<file path="src/rtl/gnn_pkg.sv">
// Shared types and constants for the GNN node aggregation path.
package gnn_pkg;

    // Width of each signed score produced by the per-node MAC stage.
    localparam int MAC_OUT_W = 17;

    // Default accumulator/result width of the aggregator.
    localparam int AGG_ACC_W = 18;

    typedef enum logic {
        IDLE  = 1'b0,
        ACCUM = 1'b1
    } agg_state_e;

    // Result entry at the default accumulator width. node_aggregator declares a
    // layout-identical entry_t sized by its own ACC_W parameter.
    typedef struct packed {
        logic signed [AGG_ACC_W-1:0] sum0;
        logic signed [AGG_ACC_W-1:0] sum1;
        logic                        cls;
    } agg_entry_t;

endpackage

</file>
<file path="src/rtl/sync_fifo.sv">
// Single-clock FIFO. A push into a full FIFO is accepted when a pop happens in
// the same cycle, because the slot being written is the head being popped.
// The head is presented combinationally on dout.
module sync_fifo #(
    parameter int WIDTH = 8,
    parameter int DEPTH = 4
) (
    input  logic             clk,
    input  logic             rst,
    input  logic             push,
    input  logic             pop,
    input  logic [WIDTH-1:0] din,
    output logic [WIDTH-1:0] dout,
    output logic             full,
    output logic             empty
);

    localparam int AW = $clog2(DEPTH);

    logic [WIDTH-1:0] mem [DEPTH];
    logic [AW-1:0]    rd_ptr;
    logic [AW-1:0]    wr_ptr;
    logic [AW:0]      count;
    logic             do_pop;
    logic             do_push;

    assign empty   = (count == '0);
    assign full    = (count == (AW+1)'(DEPTH));
    assign do_pop  = pop & ~empty;
    assign do_push = push & (~full | do_pop);
    assign dout    = mem[rd_ptr];

    // Pointer and occupancy bookkeeping; pointers wrap naturally at DEPTH.
    always_ff @(posedge clk) begin
        if (rst) begin
            rd_ptr <= '0;
            wr_ptr <= '0;
            count  <= '0;
        end else begin
            if (do_push) wr_ptr <= wr_ptr + AW'(1);
            if (do_pop)  rd_ptr <= rd_ptr + AW'(1);
            case ({do_push, do_pop})
                2'b10:   count <= count + (AW+1)'(1);
                2'b01:   count <= count - (AW+1)'(1);
                default: count <= count;
            endcase
        end
    end

    // Storage array; contents are don't-care until written.
    always_ff @(posedge clk) begin
        if (do_push) mem[wr_ptr] <= din;
    end

endmodule

</file>
<file path="src/rtl/node_aggregator.sv">
// Sums NUM_NEIGH consecutive MAC score pairs into one node result, derives a
// class bit (sum1 > sum0) and queues results for the write-back stage.
// Optional: define AGG_SATURATE_EN to clamp every add to the ACC_W signed
// range; otherwise adds wrap in two's complement.
module node_aggregator
    import gnn_pkg::*;
#(
    parameter int NUM_NEIGH = 4,
    parameter int ACC_W     = AGG_ACC_W,
    parameter int DEPTH     = 4
) (
    input  logic                 clk,
    input  logic                 rst,
    input  logic                 in_valid,
    input  logic [MAC_OUT_W-1:0] in0,
    input  logic [MAC_OUT_W-1:0] in1,
    input  logic                 flush,
    output logic                 res_valid,
    input  logic                 res_ready,
    output logic [ACC_W-1:0]     res_sum0,
    output logic [ACC_W-1:0]     res_sum1,
    output logic                 res_cls,
    output logic                 overflow,
    output logic                 busy
);

    localparam int CNT_W = (NUM_NEIGH > 1) ? $clog2(NUM_NEIGH) : 1;
    localparam logic [CNT_W-1:0] LAST = CNT_W'(NUM_NEIGH - 1);

    typedef struct packed {
        logic signed [ACC_W-1:0] sum0;
        logic signed [ACC_W-1:0] sum1;
        logic                    cls;
    } entry_t;

    localparam int EW = $bits(entry_t);

`ifdef AGG_SATURATE_EN
    localparam logic signed [ACC_W-1:0] SMAX = {1'b0, {(ACC_W-1){1'b1}}};
    localparam logic signed [ACC_W-1:0] SMIN = {1'b1, {(ACC_W-1){1'b0}}};
`endif

    // One accumulation step, clamped or wrapping depending on the build.
    function automatic logic signed [ACC_W-1:0] acc_add(
        input logic signed [ACC_W-1:0] a,
        input logic signed [ACC_W-1:0] b
    );
`ifdef AGG_SATURATE_EN
        logic signed [ACC_W:0] s;
        s = (ACC_W+1)'(a) + (ACC_W+1)'(b);
        if (s[ACC_W] != s[ACC_W-1]) return s[ACC_W] ? SMIN : SMAX;
        return s[ACC_W-1:0];
`else
        return a + b;
`endif
    endfunction

    agg_state_e              state, state_nx;
    logic signed [ACC_W-1:0] acc0, acc1;
    logic [CNT_W-1:0]        cnt;
    logic signed [ACC_W-1:0] in0_x, in1_x;
    logic signed [ACC_W-1:0] sum0_nx, sum1_nx;
    logic                    accept, complete, pop;
    logic                    fifo_full, fifo_empty;
    entry_t                  push_ent, head_ent;
    logic [EW-1:0]           head_bits;

    assign in0_x    = ACC_W'($signed(in0));
    assign in1_x    = ACC_W'($signed(in1));
    assign sum0_nx  = acc_add(acc0, in0_x);
    assign sum1_nx  = acc_add(acc1, in1_x);

    // flush beats a coincident sample, including the one that would complete.
    assign accept   = in_valid & ~flush;
    assign complete = accept & (cnt == LAST);
    assign pop      = res_valid & res_ready;

    assign push_ent.sum0 = sum0_nx;
    assign push_ent.sum1 = sum1_nx;
    assign push_ent.cls  = (sum1_nx > sum0_nx);

    // Group state register.
    always_ff @(posedge clk) begin
        if (rst) state <= IDLE;
        else     state <= state_nx;
    end

    // Next state: a group opens on a non-completing sample, closes on completion or flush.
    always_comb begin
        state_nx = state;
        case (state)
            IDLE:    if (accept && !complete) state_nx = ACCUM;
            ACCUM:   if (flush || complete)   state_nx = IDLE;
            default: state_nx = IDLE;
        endcase
    end

    // Running sums and sample count; cleared on completion even if the result is dropped.
    always_ff @(posedge clk) begin
        if (rst || flush || complete) begin
            acc0 <= '0;
            acc1 <= '0;
            cnt  <= '0;
        end else if (accept) begin
            acc0 <= sum0_nx;
            acc1 <= sum1_nx;
            cnt  <= cnt + CNT_W'(1);
        end
    end

    // Sticky drop flag: a completed result found the FIFO full with no pop.
    always_ff @(posedge clk) begin
        if (rst)                                overflow <= 1'b0;
        else if (complete && fifo_full && !pop) overflow <= 1'b1;
    end

    sync_fifo #(
        .WIDTH (EW),
        .DEPTH (DEPTH)
    ) u_fifo (
        .clk   (clk),
        .rst   (rst),
        .push  (complete),
        .pop   (pop),
        .din   (push_ent),
        .dout  (head_bits),
        .full  (fifo_full),
        .empty (fifo_empty)
    );

    // Head fields are forced to zero while empty so stale storage never shows.
    assign head_ent  = head_bits;
    assign res_valid = ~fifo_empty;
    assign res_sum0  = fifo_empty ? '0 : head_ent.sum0;
    assign res_sum1  = fifo_empty ? '0 : head_ent.sum1;
    assign res_cls   = fifo_empty ? 1'b0 : head_ent.cls;
    assign busy      = (state == ACCUM);

endmodule
</file>
<file path="config.mk">
export PLATFORM = sky130hd
export DESIGN_NAME = node_aggregator
export DESIGN_NICKNAME = d
export VERILOG_FILES = /design/src/rtl/gnn_pkg.sv /design/src/rtl/sync_fifo.sv /design/src/rtl/node_aggregator.sv
export SDC_FILE = /design/constraint.sdc
export NUM_CORES = 1
export LEC_CHECK = 0
export CORE_UTILIZATION = 50
export DETAILED_ROUTE_END_ITERATION = 10
export PLACE_DENSITY = 0.73
export SLEW_MARGIN = 20
export SYNTH_ARGS = -nofsm -noshare
export SYNTH_HDL_FRONTEND = slang
export SYNTH_HIERARCHICAL = 1
export SYNTH_SLANG_ARGS = --single-unit
</file>
<file path="constraint.sdc">
create_clock -name clk -period 3.75 [get_ports clk]
set_input_delay 0.375 -clock clk [delete_from_list [all_inputs] [get_ports clk]]
set_output_delay 0.375 -clock clk [all_outputs]
set_load 0.02 [all_outputs]
</file>
## After elaboration in Yosys (flattened, before gate mapping)

Memory sizes are Yosys's and may differ from the RTL's. A register that Yosys moved wholly into a read port is not among the register bits.
Index checks and enable logic that the tools add are counted.

| storage, ports and cells | value |
|---|---|
| register bits after elaboration | 47 |
| memory bits (writable) | 148 |
| bits of input ports | 39 |
| logic and storage cells | 52 |
| memories | 1 |

Memories:

| name | depth | width | read ports | clocked after Yosys merged registers in | wr ports | RTL line | source |
|---|---|---|---|---|---|---|---|
| u_fifo.mem | 4 | 37 | 1 | 1 | 1 | sync_fifo.sv:20 | `logic [WIDTH-1:0] mem [DEPTH];` |

| cells by class | value |
|---|---|
| add/subtract/negate cells | 7 |
| $lt $le $gt $ge | 1 |
| equal/unequal tests | 4 |
| muxes and demuxes | 11 |
| bitwise operators | 10 |
| reduce and logical (&&, ||, !) cells | 10 |

Operator list:

| cell | count |
|---|---|
| $add A18 B17 Y18 | 2 |
| $mux W18 | 2 |
| $gt A18 B18 Y1 | 1 |
| $add A2 B1 Y2 const B | 3 |
| $pmux W3 S2 | 1 |
| $and A1 B1 Y1 | 5 |
| $mux W1 | 5 |
| $eq A2 B2 Y1 const B | 2 |
| $mux W2 | 2 |
| $not A1 Y1 | 4 |
| $add A3 B1 Y3 const B | 1 |
| $eq A3 B3 Y1 const B | 1 |
| $logic_and A1 B1 Y1 | 3 |
| $logic_not A3 Y1 | 1 |
| $logic_or A1 B1 Y1 | 3 |
| $sub A3 B1 Y3 const B | 1 |
| $eq A2 B1 Y1 const B | 1 |
| $logic_not A1 Y1 | 2 |
| $pmux W1 S2 | 1 |
| $reduce_bool A2 Y1 | 1 |
| $or A1 B1 Y1 | 1 |

## Longest topological paths before layout

| depth | value |
|---|---|
| depth after elaboration | 8 |
| mapped depth | 17 |
| mapped depth without buffers | 17 |

## Cells and area by module

The synthesis kept the hierarchy.

Modules (own cells, without submodules):

| module | times used | cells each | area each (µm²) | seq. area each (µm²) |
|---|---|---|---|---|
| sync_fifo | 1 | 252 | 5860.6 | 4624.4 |
| node_aggregator | 1 | 539 | 4022.6 | 800.8 |

## Worst setup path before layout

OpenSTA, ideal clock, no wires.

| timing path | value |
|---|---|
| path kind | input to register |
| from | input port in1[0] |
| to | memory u_fifo/mem[0][0] in the netlist's numbering (data pin) |
| setup time | 0.265 ns |
| arrival | 3.304 ns |
| required time | 3.485 ns |
| path slack | 0.180 ns |
| stages | 15 |
| path buffers | 0 |
| cells stage by stage | ha_1 -> fa_1 -> a21o_1 -> a21oi_1 -> o211ai_1 -> a31o_2 -> a21o_1 -> a21oi_1 -> xnor2_1 -> ha_1 -> nand4_1 -> nor2_1 -> a221oi_1 -> nand3_1 -> o211a_1 |

RTL lines:

| what | RTL line | source |
|---|---|---|
| start, declared | node_aggregator.sv:16 | `input logic [MAC_OUT_W-1:0] in1,` |
| end, declared | sync_fifo.sv:20 |  |

==> metrics.txt <==
Tot GR Track Use=a little under a quarter; reg2reg path depth=15; Worst-Margin Slew=about 0.98 ns; post-route insts no fill=between 1000 and 1500; critical-path cell list=clkdlybuf4s50_1 -> ha_2 -> fa_2 -> a21o_1 -> a21oi_2 -> o211ai_1 -> a31o_2 -> a21o_1 -> a21oi_2 -> xnor2_2 -> ha_1 -> nand4_1 -> nor2_1 -> a221oi_1 -> nand3_1 -> o211a_1; share of layout cells above drive strength 1=19.17%; worst flop-to-flop path startpoint=acc1[0]; CTS H-tree depth=4; GP Congestion=0.8961; mean number of vias per cell=roughly 5.5; relative slew slack=between 30% and 40%; clk sinks=between 150 and 200; r2r setup slk=approximately 0.26 ns; Area growth, synth to finish=23.62%; dpl cells=between 1000 and 1500; worst-skew pair later-pin latency=roughly 0.43 ns; Rows=51; Ant. Diodes=0; cell at the slowest stage of the critical path=clkdlybuf4s50_1; die area=20330 sq um; drt total wl=roughly 22 mm; Crit Path Class=primary input to register; Die Y=between 100 and 150 um; syn nets=890; drt wl/cell=17.72 um; Achievable Freq=roughly 280 MHz; hold buffer count at CTS=0; largest net degree at the start of global routing=39; Post-synth top flop=edfxtp_1; post-synthesis sequential area ratio=approximately 55%; maximum fanout along the worst path=4; Port Buffers=78; clock tree buffer depth=2; IO Pins=just under 80; #FFs+latches synth=~200; via count=roughly 6700; Final Hold Viols=0; initial detailed-routing violation count=roughly 560; Die Width=142.6 um; Final HPWL DP=15.16 mm; post-route ant nets=0; asr flop ratio synth=0%; Post-synth EDFFs=between 100 and 150; Worst setup EP type=register; Hold Path Class=register to register; synth unique cells=between 60 and 70; Power Dens Cells=~400 nW/um^2; CP Launch Type=primary input; Core ar.=19400 sq um; FF-to-FF End=u_fifo/mem[0][0]; clk_skew=around 0.0086 ns; nets=1046; YS warnings=6; cell area after layout=around 12000 sq um; status=complete, no violations; VDD IR max=around 0.36 mV; initial antenna violation count=0; global-route wire length before repair=between 30 and 40 mm; WP data arrival=between 3 and 4 ns; Remaining DRCs=0; final worst path period need=between 3 and 4 ns; DRT Pass-1 Iters=5; Crit. Startpoint=in1[0]; CTS root buf=clkbuf_16; Cell Area, Placed=around 12000 sq um; TritonCTS clock tree=built; gr ovfl total=0; Critical Path RT=~4 ns; Avg Inst Size Synth=around 12 sq um; Num CTS Buffers=17; Final Setup Violations=0; Cells after Synth=slightly below 800; Syn Std Cell Area=a little under 10000 sq um; Clock Pin Slew Worst Setup and Hold Paths=0.07 ns; vias in the first global route=between 6000 and 7000; Slew Limit Fails=0; Final Cycle Share=between 90 and 100%; P_leak=between 4 and 5 nW; Starting Density=around half; Max Cap Viol=0; Crit path largest cell delay=0.44 ns; crit path to=u_fifo/mem[0][0]
==> sequential cells by signal, indices dropped and copies added (netlist names), named ones only <==
register / flops
u_fifo/mem: 148
u_fifo/rd_ptr: 2
busy: 1
acc0: 18
u_fifo/wr_ptr: 2
cnt: 2
acc1: 18
u_fifo/count: 3
overflow: 1
==> layer usage <==
layer | share of wire [%] | vias up | track usage [%]
met2 | 49 | 159 | 37.77
met4 | 1.5 | 0 | 6.678
met3 | 4.0 | 29 | 4.071
met1 | 46 | 3289 | 30.44
li1 | - | 3265 | -
met5 | 0 | - | 0
==> cell type report <==
type | count | area, sq um
inverter | 36 | 135.1
fill | 1510 | 7181
timing repair buffer | 171 | 1491
sequential | 197 | 5426
clock buffer | 22 | 454.2
clock inverter | 10 | 170.2
tap | 265 | 331.6
multi-input combinational | 524 | 4209
==> through the flow <==
step	TNS (ns)	hold WS, ns	power (W)	util (%)	setup WS, ns
final	0	0.4607	0.004841	62.98	0.1651
after global placement	-1.234	0.4449	0.002934	59.57	-0.3084
after detailed placement	-1.538	0.4503	0.002945	59.57	-0.3845
after CTS	0	0.4600	0.004856	62.79	0.02342
after floorplan	0	0.4356	0.002710	-	0.1803
after global routing	-0.03951	0.4864	0.005004	62.98	-0.01061
==> placed cells by master (no fill, tap or decap), types with 20 or more instances in the layout <==
master / Yosys / final
ha_1: 57 / 56
clkdlybuf4s50_1: 0 / 78
nand2_1: 74 / 74
xnor2_1: 24 / 23
nand3_1: 21 / 21
buf_4: 3 / 92
nor2_1: 41 / 41
nor2b_1: 49 / 47
mux4_2: 37 / 37
a21oi_1: 54 / 52
inv_1: 36 / 36
dfxtp_1: 49 / 48
a21o_1: 20 / 20
edfxtp_1: 148 / 148
==> synth_stat cells (all sizes together) (14+ instances only) <==
| cell | number | area, sq um |
|---|---|---|
| inv | 36 | 135.1 |
| ha | 57 | 713.2 |
| nand3 | 21 | 105.1 |
| nor2b | 49 | 306.5 |
| clkbuf | 20 | 75.07 |
| edfxtp | 148 | 4444 |
| buf | 14 | 83.83 |
| dfxtp | 49 | 980.9 |
| nand2 | 74 | 277.8 |
| xnor2 | 24 | 210.2 |
| o21ai | 20 | 100.1 |
| a21o | 20 | 150.1 |
| a21oi | 55 | 279.0 |
| mux4 | 37 | 833.3 |
| nor2 | 41 | 153.9 |
==> what timing repair did <==
action | 4_1_cts | 5_1_grt
setup buffers | 0 | 0
endpoints found under the setup margin | 0 | 4
resized for setup | 0 | 9
endpoints found under the hold margin | 0 | 0
==> critical path, delay by kind of cell <==
family / cells / cell delay (ns)
XOR/XNOR: 1 / 0.10
AND/OR/NAND/NOR: 3 / 0.30
AO/OA/AOI/OAI: 8 / 1.67
adder cells (fa/ha/maj): 3 / 0.88
buffers and inverters: 1 / 0.44
==> power breakdown <==
| part | internal, W | switching, W |
|---|---|---|
| registers | 0.00238 | 0.00000732 |
| logic | 0.000240 | 0.000282 |
| clock network | 0.00114 | 0.000789 |
| total | 0.00376 | 0.00108 |
==> worst min-delay path by stage <==
stage,from,to,slack (ns),depth (start not counted)
floorplan,acc1[12],acc1[12],0.44,2
global placement,acc0[0],acc0[0],0.44,2
detailed placement,acc1[9],acc1[9],0.45,2
CTS,acc1[9],acc1[9],0.46,2
global route,acc0[15],acc0[15],0.49,2
finish,acc1[6],acc1[6],0.46,2
==> cells by family (layout without fill, tap and decap cells) <==
| group | after synthesis | in the layout | synth area share [%] |
|---|---|---|---|
| and+or+nand+nor | 242 | 242 | 12.41 |
| adders and majority gates | 60 | 60 | 7.824 |
| AOI/OAI and AO/OA | 147 | 147 | 10.04 |
| DFF | 197 | 197 | 54.89 |
| xor gates and xnor gates | 34 | 34 | 3.013 |
| buffers and inverters | 70 | 239 | 2.975 |
| muxes | 41 | 41 | 8.849 |
Note: power is estimated with default switching activity, not from simulation.
==> patch (same settings) <==
Build with the macro `AGG_SATURATE_EN` defined.
--- a/src/rtl/node_aggregator.sv
+++ b/src/rtl/node_aggregator.sv
@@ -2,6 +2,8 @@
 // class bit (sum1 > sum0) and queues results for the write-back stage.
 // Optional: define AGG_SATURATE_EN to clamp every add to the ACC_W signed
 // range; otherwise adds wrap in two's complement.
+`define AGG_SATURATE_EN
+
 module node_aggregator
     import gnn_pkg::*;
 #(
Behaviour: not the same (a bounded check fails within 10 cycles, from zero or initial values and one cycle with rst high).
==> patch against the original RTL <==
The run now ends with setup timing left. Critical path depth is 3 higher. Sequential share of layout area down 4.6 points. Synthesized cell count increased by 6.2%. Via count up 13%. Count of clock-buffer cells in the layout down 5. Wire length rose by 16%. Area after synthesis increased by 5.2%. Worst hold slack gained 0.0086 ns. Sequential cell count did not move. Worst setup slack got worse by 0.62 ns. Final area rose by 12%.
Power is not compared: it rests on default switching activity, and its combinational part moved more than twofold at a synthesized area within 25%.
==> patch: results (changes against the original RTL) <==
stage	metric	value	unit	change
global_route	grt_max_degree	63		was 39
routing	wirelength	25200	µm	was 21700 µm
setup_path	arrival	4.37	ns	was 3.76 ns
synthesis	synthAdderAreaFrac	0.0943		was 0.0782
synthesis	synthMuxAreaShare	0.0931		was 0.0885
synthesis	yosys-top-cells-count	edfxtp_1, a21oi_1, ha_1		was edfxtp_1, nand2_1, ha_1
setup_path	path_max_fanout	8		was 4
routing	avgRoutedWirePerCell	18.4	µm	was 17.7 µm
synthesis	synth_cells	840		was 791
worst_hold_path	worstHoldEndpoint	overflow		was acc1[6]
synthesis	synth_compound_area_frac	0.134		was 0.100
setup_path	slowest_stage	or4_4		was clkdlybuf4s50_1
sta	relSlewSlack	0.576		was 0.348
setup_path	r2r_cells	19		was 15
synthesis	yosysUniqueCellTypes	69		was 66
place	placed_cells	1333		was 1193
routing	vias_per_cell	5.58		was 5.50
place	place_area	0.0128	mm²	was 0.0116 mm²
layout	drive_gt1_frac	0.292		was 0.192
global_route	grt_use_total	0.242		was 0.227
clock_tree	cts_hold_buf	0		unchanged
synthesis	synth-xor-area-share	0.0211		was 0.0301
worst_hold_path	hold_start	overflow		was acc1[6]
clock_tree	root_buffer	clkbuf_16		unchanged
layout	diodes	0		unchanged
power_and_ir_drop	p_sw	1650	µW	
global_route	grt_pass1_vias	7588		was 6595
power_and_ir_drop	ir_drop	0.000479	V	
sta	fin_ws	-0.455	ns	was 0.165 ns
sta	setup_tns	-1.81	ns	was 0 ns
synthesis	synth_nets	943		was 890
global_route	grt_pass1_wl	39600	µm	was 34400 µm
sta	skew	0.0149	ns	was 0.00858 ns
sta	hold_ws	0.469	ns	was 0.461 ns
sta	setup_violations	4		was 0
setup_path	rr_startpoint	acc1[1]		was acc1[0]
setup_path	r2r_end	u_fifo/mem[0][0]		unchanged
worst_hold_path	min_path_cells	2		unchanged
clock_tree	cts_resized	25		was 0
layout	final.fill_count	1482		was 1510
setup_path	critPathMaxStageDelay	0.55	ns	was 0.44 ns
place	pre_cts_slack	-1.20	ns	was -0.385 ns
run_status	status	finished with violations		was finished, final reports clean
layout	fin_nets	1190		was 1046
clock_tree	postCtsSetupBuffers	5		was 0
setup_path	cp-start-kind	register		was primary input
synthesis	synth_area_leaders	edfxtp_1, dfxtp_1, ha_1, mux4_2, a21oi_1		was edfxtp_1, dfxtp_1, mux4_2, ha_1, nor2b_1
power_and_ir_drop	p_leak	0.00535	µW	
power_and_ir_drop	p_seq_frac	0.431		
synthesis	yosysSeqAreaShare	0.522		was 0.549
place	globalplace.congestion	0.890		was 0.896
worst_hold_path	min-delay-path-class	reg2reg		unchanged
routing	first_iter_violations	480		was 563
place	place_hpwl	17600	µm	was 15200 µm
run_status	violations	setup timing		
-- patch: worst max-delay path by stage --
stage	from	endpoint	slack [ns]
global placement	in1[1]	u_fifo/mem[2][0]	-1.09
detailed placement	in1[1]	u_fifo/mem[2][0]	-1.20
floorplan	in1[1]	u_fifo/mem[0][0]	-0.53
CTS	acc1[1]	u_fifo/mem[0][0]	-0.34
finish	acc1[1]	u_fifo/mem[0][0]	-0.45
global route	acc1[6]	u_fifo/mem[0][0]	-0.57
-- patch: layer usage --
| layer | global-route usage | vias up | part of all wire |
|---|---|---|---|
| met5 | 0 | - | 0 |
| met4 | 0.0865 | 0 | 0.022 |
| met3 | 0.0334 | 44 | 0.056 |
| met2 | 0.398 | 261 | 0.48 |
| met1 | 0.330 | 3679 | 0.45 |
| li1 | - | 3665 | - |
-- patch: layout make-up --
| class | count | area, µm² | area share |
|---|---|---|---|
| Sequential cell | 197 | 5430 | 0.398 |
| Multi-Input combinational cell | 552 | 4830 | 0.354 |
| Timing Repair Buffer | 269 | 2230 | 0.163 |
| Clock buffer | 17 | 425 | 0.0312 |
| Tap cell | 270 | 338 | 0.0248 |
| Clock inverter | 15 | 195 | 0.0143 |
| Inverter | 50 | 188 | 0.0138 |
-- patch: worst reg2reg max path: stages (launching register included) --
cell      delay (ns)
dfxtp_2         0.36
ha_4            0.20
a21o_1          0.15
a21o_1          0.24
a31oi_4         0.17
a32oi_2         0.14
or4_4           0.55
nand3_4         0.11
ha_4            0.23
buf_6           0.15
nor2b_4         0.14
nor2_4          0.13
ha_4            0.22
nor2b_4         0.12
o21a_1          0.19
o21a_1          0.19
o21a_1          0.16
o21a_1          0.19
o21ai_2         0.16
a221oi_2        0.11
